--- config.mk ---
export PLATFORM = sky130hd
export DESIGN_NAME = multi_digit_serial_display
export DESIGN_NICKNAME = d
export VERILOG_FILES = /design/src/rtl/display_pkg.sv /design/src/rtl/serial_input_filter.sv /design/src/rtl/multi_digit_serial_display.sv
export SDC_FILE = /design/constraint.sdc
export NUM_CORES = 1
export LEC_CHECK = 0
export CORE_UTILIZATION = 40
export CTS_CLUSTER_SIZE = 30
export DETAILED_ROUTE_END_ITERATION = 16
export PLACE_DENSITY_LB_ADDON = 0.08
export SLEW_MARGIN = 10
export SYNTH_ARGS = -nofsm -noshare
export SYNTH_HDL_FRONTEND = slang
export SYNTH_SLANG_ARGS = --single-unit
--- constraint.sdc ---
create_clock -name clock -period 3.38 [get_ports clock]
set_input_delay 1.014 -clock clock [delete_from_list [all_inputs] [get_ports clock]]
set_output_delay 1.014 -clock clock [all_outputs]
set_load 0.1 [all_outputs]
--- src/rtl/display_pkg.sv ---
// rtl/display_pkg.sv - segment encodings and frame-field width helper for the serial display
package display_pkg;

  typedef logic [7:0] segment_t;

  localparam segment_t SEG_0     = 8'h3F;
  localparam segment_t SEG_1     = 8'h06;
  localparam segment_t SEG_2     = 8'h5B;
  localparam segment_t SEG_3     = 8'h4F;
  localparam segment_t SEG_4     = 8'h66;
  localparam segment_t SEG_5     = 8'h6D;
  localparam segment_t SEG_6     = 8'h7D;
  localparam segment_t SEG_7     = 8'h07;
  localparam segment_t SEG_8     = 8'h7F;
  localparam segment_t SEG_9     = 8'h6F;
  localparam segment_t SEG_MINUS = 8'h40;
  localparam segment_t SEG_DP    = 8'h80;
  localparam segment_t SEG_BLANK = 8'h00;

  // Address field must be at least one bit wide even for tiny displays.
  function automatic int addrWidth(input int digits);
    return ($clog2(digits) < 1) ? 1 : $clog2(digits);
  endfunction

endpackage

--- src/rtl/serial_input_filter.sv ---
// rtl/serial_input_filter.sv - synchronizer, two-sample agreement filter and rising-edge strobe
module serial_input_filter (
  input  logic clock,
  input  logic reset,
  input  logic sampleTick,
  input  logic rawIn,
  output logic filtered,
  output logic rise
);

  logic [1:0] syncFf;
  logic       prevSample;
  logic       filteredPrev;

  always_ff @(posedge clock) begin
    if (reset) begin
      syncFf       <= 2'b00;
      prevSample   <= 1'b0;
      filtered     <= 1'b0;
      filteredPrev <= 1'b0;
    end else begin
      syncFf       <= {syncFf[0], rawIn};
      filteredPrev <= filtered;
      if (sampleTick) begin
        prevSample <= syncFf[1];
        // Only a level seen on two consecutive ticks is trusted.
        if (syncFf[1] == prevSample)
          filtered <= syncFf[1];
      end
    end
  end

  assign rise = filtered & ~filteredPrev;

endmodule

--- src/rtl/multi_digit_serial_display.sv ---
// rtl/multi_digit_serial_display.sv - serially loaded, multiplexed multi-digit segment display
// Define FRAME_TIMEOUT_EN to drop partial frames after TIMEOUT_CYCLES idle cycles.
module multi_digit_serial_display
  import display_pkg::*;
#(
  parameter int DIGITS         = 4,
  parameter int FILTER_DIV     = 65536,
  parameter int SCAN_DIV       = 24000,
  parameter int TIMEOUT_CYCLES = 2400000
) (
  input  logic              clock,
  input  logic              reset,
  input  logic              serial_clock_in,
  input  logic              serial_data_in,
  output logic [DIGITS-1:0] digit_select_n,
  output logic [7:0]        segment_out,
  output logic              frame_led_n,
  output logic              clock_led_n,
  output logic              data_led_n,
  output logic              frame_valid,
  output logic              frame_error
);

  localparam int ADDR_W     = addrWidth(DIGITS);
  localparam int FRAME_BITS = ADDR_W + 8;
  localparam int CNT_W      = $clog2(FRAME_BITS);
  localparam int PRE_W      = (FILTER_DIV > 1) ? $clog2(FILTER_DIV) : 1;
  localparam int SCAN_W     = (SCAN_DIV > 1) ? $clog2(SCAN_DIV) : 1;
  localparam int LED_W      = $clog2(FILTER_DIV + 1);

  logic [PRE_W-1:0]      preCount;
  logic                  sampleTick;
  logic                  clockFiltered, dataFiltered, shiftStrobe;
  logic [CNT_W-1:0]      bitCount;
  logic [FRAME_BITS-1:0] shiftReg;
  logic                  frameDone;
  logic [ADDR_W-1:0]     frameAddr;
  logic [7:0]            frameData;
  logic                  addrOk;
  logic                  timeoutHit, timeoutPulse;
  segment_t              digitReg [DIGITS];
  logic [SCAN_W-1:0]     scanCount;
  logic [ADDR_W-1:0]     scanIndex;
  logic [LED_W-1:0]      ledCount;

  always_ff @(posedge clock) begin
    if (reset) begin
      preCount   <= '0;
      sampleTick <= 1'b0;
    end else if (preCount == PRE_W'(FILTER_DIV - 1)) begin
      preCount   <= '0;
      sampleTick <= 1'b1;
    end else begin
      preCount   <= preCount + 1'b1;
      sampleTick <= 1'b0;
    end
  end

  serial_input_filter clockFilter (
    .clock(clock), .reset(reset), .sampleTick(sampleTick),
    .rawIn(serial_clock_in), .filtered(clockFiltered), .rise(shiftStrobe)
  );

  serial_input_filter dataFilter (
    .clock(clock), .reset(reset), .sampleTick(sampleTick),
    .rawIn(serial_data_in), .filtered(dataFiltered), .rise()
  );

  always_ff @(posedge clock) begin
    if (reset) begin
      bitCount  <= '0;
      shiftReg  <= '0;
      frameDone <= 1'b0;
    end else begin
      frameDone <= 1'b0;
      if (shiftStrobe) begin
        shiftReg <= {shiftReg[FRAME_BITS-2:0], dataFiltered};
        if (bitCount == CNT_W'(FRAME_BITS - 1)) begin
          bitCount  <= '0;
          frameDone <= 1'b1;
        end else begin
          bitCount <= bitCount + 1'b1;
        end
      end else if (timeoutHit) begin
        bitCount <= '0;
      end
    end
  end

`ifdef FRAME_TIMEOUT_EN
  localparam int IDLE_W = $clog2(TIMEOUT_CYCLES + 1);
  logic [IDLE_W-1:0] idleCount;

  assign timeoutHit = (bitCount != '0) && !shiftStrobe &&
                      (idleCount == IDLE_W'(TIMEOUT_CYCLES - 1));

  always_ff @(posedge clock) begin
    if (reset) begin
      idleCount    <= '0;
      timeoutPulse <= 1'b0;
    end else begin
      timeoutPulse <= timeoutHit;
      if (bitCount == '0 || shiftStrobe || timeoutHit)
        idleCount <= '0;
      else
        idleCount <= idleCount + 1'b1;
    end
  end
`else
  assign timeoutHit   = 1'b0;
  assign timeoutPulse = 1'b0;
`endif

  assign frameAddr = shiftReg[FRAME_BITS-1 -: ADDR_W];
  assign frameData = shiftReg[7:0];
  assign addrOk    = ({1'b0, frameAddr} < (ADDR_W + 1)'(DIGITS));

  assign frame_valid = frameDone & addrOk;
  assign frame_error = (frameDone & ~addrOk) | timeoutPulse;

  always_ff @(posedge clock) begin
    if (reset) begin
      for (int i = 0; i < DIGITS; i++)
        digitReg[i] <= SEG_BLANK;
    end else if (frame_valid) begin
      digitReg[frameAddr] <= frameData;
    end
  end

  // Scan outputs read the digit array directly, so a write lands on the display next cycle.
  always_ff @(posedge clock) begin
    if (reset) begin
      scanCount      <= '0;
      scanIndex      <= '0;
      digit_select_n <= '1;
      segment_out    <= SEG_BLANK;
    end else begin
      digit_select_n <= ~(DIGITS'(1) << scanIndex);
      segment_out    <= digitReg[scanIndex];
      if (scanCount == SCAN_W'(SCAN_DIV - 1)) begin
        scanCount <= '0;
        scanIndex <= (scanIndex == ADDR_W'(DIGITS - 1)) ? '0 : scanIndex + 1'b1;
      end else begin
        scanCount <= scanCount + 1'b1;
      end
    end
  end

  always_ff @(posedge clock) begin
    if (reset)
      ledCount <= '0;
    else if (frame_valid)
      ledCount <= LED_W'(FILTER_DIV);
    else if (ledCount != '0)
      ledCount <= ledCount - 1'b1;
  end

  assign frame_led_n = (ledCount == '0);
  assign clock_led_n = ~clockFiltered;
  assign data_led_n  = ~dataFiltered;

endmodule

# After elaboration in Yosys (flattened, before gate mapping)
# Memory sizes are Yosys's and may differ from the RTL's. A register that Yosys moved wholly into a read port is not among the register bits.
# Cells that the tools add are included.
[word_totals]
reg_bits = 79
latchBits = 0
ram_bits = 32
rom_bits = 0
inputBits = 4
out_inout_bits = 17
wordCells = 60
n_memories = 1
[op_classes]
add_sub_neg = 5
multipliers = 0
div = 0
magnitude_cmp = 0
eq_ne = 6
n_shift = 1
mux = 14
n_bitwise = 6
reduce_logical = 10
[memory_table]
columns = ["name", "depth", "word_bits", "read_ports", "rd_ports_with_merged_regs", "wr", "line", "source"]
rows = [
  ["digitReg", 4, 8, 1, 1, 4, "multi_digit_serial_display.sv:41", "segment_t digitReg [DIGITS];"],
]
[op_table]
columns = ["cell", "count"]
rows = [
  ["17-bit 2-to-1 mux", 2],
  ["17-bit logical NOT", 1],
  ["17-bit nonzero test", 1],
  ["17-bit by 1-bit subtractor with 17-bit output, second input constant", 1],
  ["16-bit by 1-bit adder with 16-bit output, second input constant", 1],
  ["16-bit == test, second input constant", 1],
  ["15-bit by 1-bit adder with 15-bit output, second input constant", 1],
  ["15-bit == test, second input constant", 1],
  ["1-bit 2-to-1 mux", 8],
  ["8-bit 2-to-1 mux", 1],
  ["2-bit OR reduction", 4],
  ["8-bit OR reduction", 1],
  ["4-bit by 1-bit adder with 4-bit output, second input constant", 1],
  ["4-bit == test, second input constant", 1],
  ["2-bit 2-to-1 mux", 2],
  ["4-bit 2-to-1 mux", 1],
  ["1-bit NOT", 4],
  ["4-bit NOT", 1],
  ["2-bit AND reduction", 2],
  ["1-bit by 2-bit left shift with 4-bit output, first input constant", 1],
  ["2-bit by 1-bit adder with 2-bit output, second input constant", 1],
  ["1-bit == test", 2],
  ["2-bit == test, second input constant", 1],
  ["2-bit nonzero test", 1],
  ["1-bit bitwise AND", 1],
]

# Depth between registers and ports, before layout
[logic_depth]
ltp_word = 5
depth_mapped = 7
depth_no_buf = 6

# Hierarchy
# A second synthesis with hierarchy kept.
[unflattened]
cells_unflattened = 485
hier_area_um2 = 5109.9
[modules_own_cells]
columns = ["mod", "instances", "cells_per_inst", "area_each_um2", "seq_area_each_um2"]
rows = [
  ["multi_digit_serial_display", 1, 453, 4782.1, 2522.4],
  ["serial_input_filter", 2, 16, 163.9, 100.1],
]

# Worst setup path after synthesis
# Ideal clock, no wire load.
[synth_timing]
kind = "register -> output"
start = "reg ledCount[0]"
end = "out frame_led_n"
arrival_time_ns = 3.187
required_ns = 2.366
path_slack_ns = -0.821
stages_incl_launch_ff = 6
n_path_buf = 0
cell_sequence = "dfxtp_1 -> inv_1 -> ha_1 -> nor3b_1 -> nand3_1 -> nor3_1"
[synth_between]
elab_chain_cells = 1
[synth_lines]
columns = ["element", "line", "source"]
rows = [
  ["start: declaration", "multi_digit_serial_display.sv:44", "logic [LED_W-1:0] ledCount;"],
  ["start signal: assignment", "multi_digit_serial_display.sv:153", "ledCount <= LED_W'(FILTER_DIV);"],
  ["start signal: assignment", "multi_digit_serial_display.sv:155", "ledCount <= ledCount - 1'b1;"],
  ["17-bit logical NOT", "multi_digit_serial_display.sv:158", "assign frame_led_n = (ledCount == '0);"],
  ["end: declaration", "multi_digit_serial_display.sv:17", "output logic frame_led_n,"],
]
# Every way passes these cells.

# Final worst setup path
# Ends and elaborated chain as after synthesis.

==> impl_summary.txt <==
----------------------------------------------------
[Power and ir drop]
  Clk network pwr share ... a little over 40%
  Proportion of power drawn by flip-flops and latches ... 39.3%
  P per Cell Area ... approximately 730 nW/µm²
  P_int ... 3.09 mW
  Standby leakage power ... 2.14 nW
  Switching component of the power ... 1.24 mW
  Switching share of total power ... 28.7%
  Relative contribution of combinational cells to total power ... 19.8%
  Overall power of the completed layout ... ~4.3 mW
  Worst VDD drop ... between 400 and 500 µV

[Layout]
  Ratio of cells with drive above 1 in the final layout ... 14.0%
  Diode insertion count for antenna repair ... 0
  Leading cell type in the layout, fill and taps excluded ... dfxtp_1
  Total Nets Final ... 519
  P&R area growth vs syn ... 18.8%
  Leading cell types in the layout, fill and taps excluded ... 87 x dfxtp_1, 46 x nor2_1, 44 x nand2_1

[Detailed routing]
  Total Wirelength ... 8.95 mm
  Drt first-iter violations ... 226
  Met2 layer wire length in the routed design ... 3.93 mm
  Post-DR wirelength/cell ... 13.0 µm
  Detailed-routed wire length on met3 ... ~270 µm
  Detail-routed via count per cell ... approximately 5
  Total vias in the final route ... 3403
  Routed metal-1 wirelength ... 4.59 mm
  DR top layer ... met4
  Remaining DRCs ... 0
  Router iterations before antenna repair ... 5
  Count of antenna-violating nets left after detailed routing ... 0

[Timing]
  Peak clock frequency supported by timing ... 0.326 GHz
  Number of endpoints failing setup at the final stage ... 0
  Worst Max-Slew Pin Slew ... 0.874 ns
  Total Negative Setup Slacks ... 0 ns
  Max-slew headroom ... a little over two fifths
  Final setup skew ... approximately 0.0062 ns
  Total count of max-transition violations in the final report ... 0
  Period Utilization, post-route ... 90.9%
  Final Hold Viols ... 0
  Final critical-path required period ... 3.07 ns
  Unrepaired setup endpoints after global routing ... false

[Worst setup path]
  Endpoint type of the worst setup path ... primary output
  Source of the worst register-to-register timing path ... scanCount[0]
  Worst Path Required ... 2.37 ns
  Crit path max fanout ... 6
  R2R setup slack ... between 1 and 1.5 ns
  Critical Path AT ... 2.06 ns
  Timing startpoint of the critical path ... ledCount[0]
  Category of the critical setup timing path ... reg2out
  CP startpoint kind ... register

[Die]
  Effective utilization at floorplan ... between 40% and 50%
  Die W ... between 100 and 150 µm
  # rows ... 40
  Die height ... 113 µm
  Full die area ... ~13000 µm²
  IO Count ... 21
  Std-Cell Core Area ... 12100 µm²

[Yosys]
  Sequential area share after synthesis ... a little over half
  Number of nets in the synthesized netlist ... between 400 and 500
  Area contributors post-synth ... dfxtp_1 35%, edfxtp_1 19%, and2_1 5.4%, mux4_2 3.6%, nor2_1 3.5%
  Async SR Flop Fraction ... 0%
  Area share of the leading cell type in the synthesized netlist ... 35.1%
  Number of synthesized register bits ... approximately 120
  Mapped Area ... approximately 5000 µm²
  Synthesis Warnings ... 0
  Post-synth EDFFs ... 32
  Count of distinct cell types in the synthesized netlist ... 54
  Post-synthesis cell type with the largest combined area ... dfxtp_1
  Number of instances in the synthesized netlist ... 481
  Mean area per synthesized cell ... 10.3 µm²
  Most used DFF post-synth ... dfxtp_1

[Placed design]
  Global placer's final weighted congestion ... 0.756
  Count of input and output buffers ... 19
  Final HPWL DP ... 5.94 mm

[Status]
  Outcome ... completed

[Global route]
  Global-route wire length before repair ... approximately 15 mm
  Initial antenna violation count ... 0
  Remaining global-route overflow ... 0
  Maximum number of pins on one net before global-route repair ... between 40 and 50
  All-layer global routing usage ... 15.6%
  Via count of the first global-routing pass ... roughly 3100

[Clocking]
  Number of clock sinks seen by CTS ... ~120
  Clock tree from TritonCTS ... done
  Clock network latency to the later pin of the worst-skew pair ... 0.41 ns
  Clock Pin Slew Worst Setup and Hold Paths ... 0.05 ns
  H-tree depth ... 4
  Number of buffers inserted during clock tree synthesis ... 17
  Clock tree root buffer cell ... clkbuf_16
  Bufs on Longest Clock Path ... 2

[Worst hold path]
  Class of the most critical hold timing path ... reg2reg
  Startpoint of the tightest hold check path ... dataFilter.syncFf[0]

[Flow run]
  Count of maximum capacitance violations ... 0

----------------------------------------------------
==> registers in the layout, summed over array words and instances (netlist names), 2 cells and up <==
| register | cells |
|---|---|
| digitReg | 32 |
| preCount | 16 |
| scanCount | 15 |
| ledCount | 17 |
| dataFilter.syncFf | 2 |
| digit_select_n | 4 |
| clockFilter.syncFf | 2 |
| shiftReg | 10 |
| segment_out | 8 |
| scanIndex | 2 |
| bitCount | 4 |
==> Yosys cell counts, types with 3 or more instances <==
| library cell | instances |
|---|---|
| edfxtp_1 | 32 |
| a21oi_1 | 27 |
| nor2b_1 | 8 |
| xnor2_1 | 13 |
| xor2_1 | 13 |
| dfxtp_1 | 87 |
| nand2_1 | 44 |
| mux4_2 | 8 |
| nor4_1 | 8 |
| inv_1 | 15 |
| ha_1 | 7 |
| or2_2 | 6 |
| and2_1 | 43 |
| o21ai_0 | 11 |
| or3_1 | 10 |
| nand3_1 | 15 |
| nor3b_1 | 4 |
| nand4_1 | 7 |
| mux2i_1 | 3 |
| clkbuf_1 | 11 |
| nor3_1 | 14 |
| nor4b_1 | 3 |
| or4_1 | 4 |
| nor2_1 | 46 |
| a211oi_1 | 3 |
==> cell type report <==
cell class	instances	area (µm²)
Sequential cell	119	2700
Clock inverter	11	130
Timing Repair Buffer	24	200
Clock buffer	21	450
Multi-Input combinational cell	331	2140
Inverter	15	56.3
Fill cell	1099	6170
Tap cell	168	210
==> kinds of logic after synthesis <==
family                   share of synthesized area, %
other                                          0.0756
AO/OA/AOI/OAI                                    7.39
buffers and inverters                            2.47
XOR/XNOR                                         4.59
AND/OR/NAND/NOR                                  25.0
adder cells (fa/ha/maj)                          1.77
multiplexers                                     4.24
flip-flops                                       54.5
==> power by group through the flow <==
| stage | combinational, mW | sequential, mW | clock [mW] |
|---|---|---|---|
| 6_report | 0.858 | 1.70 | 1.77 |
| 5_1_grt | 0.967 | 1.72 | 1.87 |
| 4_1_cts | 0.857 | 1.69 | 1.81 |
| 3_5_place_dp | 0.854 | 1.72 | 0 |
| 3_3_place_gp | 0.845 | 1.72 | 0 |
| 2_1_floorplan | 0.653 | 1.73 | 0 |
==> routing by layer <==
metal / GRT usage [%] / vias up
met5: 0 / -
met4: 8.42 / 0
met3: 4.66 / 12
met2: 22.7 / 49
met1: 20.9 / 1587
li1: - / 1755
==> final timing paths <==
| kind | end | depth (start not counted) |
|---|---|---|
| min | dataFilter.syncFf[1] | 1 |
| min reg2reg | dataFilter.syncFf[1] | 1 |
| max reg2reg | scanCount[4] | 5 |
| max | frame_led_n | 6 |
==> through the flow <==
step           hold WS, ns  cell area, µm²  util (%)  instances  setup WS [ns]
5_1_grt              0.470            5890      48.9        689          0.110
6_report             0.438            5890      48.9        689          0.308
3_3_place_gp         0.426            5310      44.0        657          0.633
2_1_floorplan        0.414            4960         -        481         0.0291
4_1_cts              0.447            5890      48.8        689         0.0864
3_5_place_dp         0.434            5310      44.0        657          0.546
==> worst max-delay path, cell delays in order, from the launching register on <==
cell	delay [ns]
dfxtp_1	0.33
inv_1	0.08
ha_1	0.19
nor3b_2	0.32
nand3_1	0.24
nor3_2	0.27
buf_12	0.21
==> timing repair <==
action | 4_1_cts | 5_1_grt
endpoints found under the setup margin | 0 | 1
buffers inserted | 0 | 0
hold buffers | 0 | 0
gates resized for setup | 0 | 1
(Power assumes the default switching activity.)
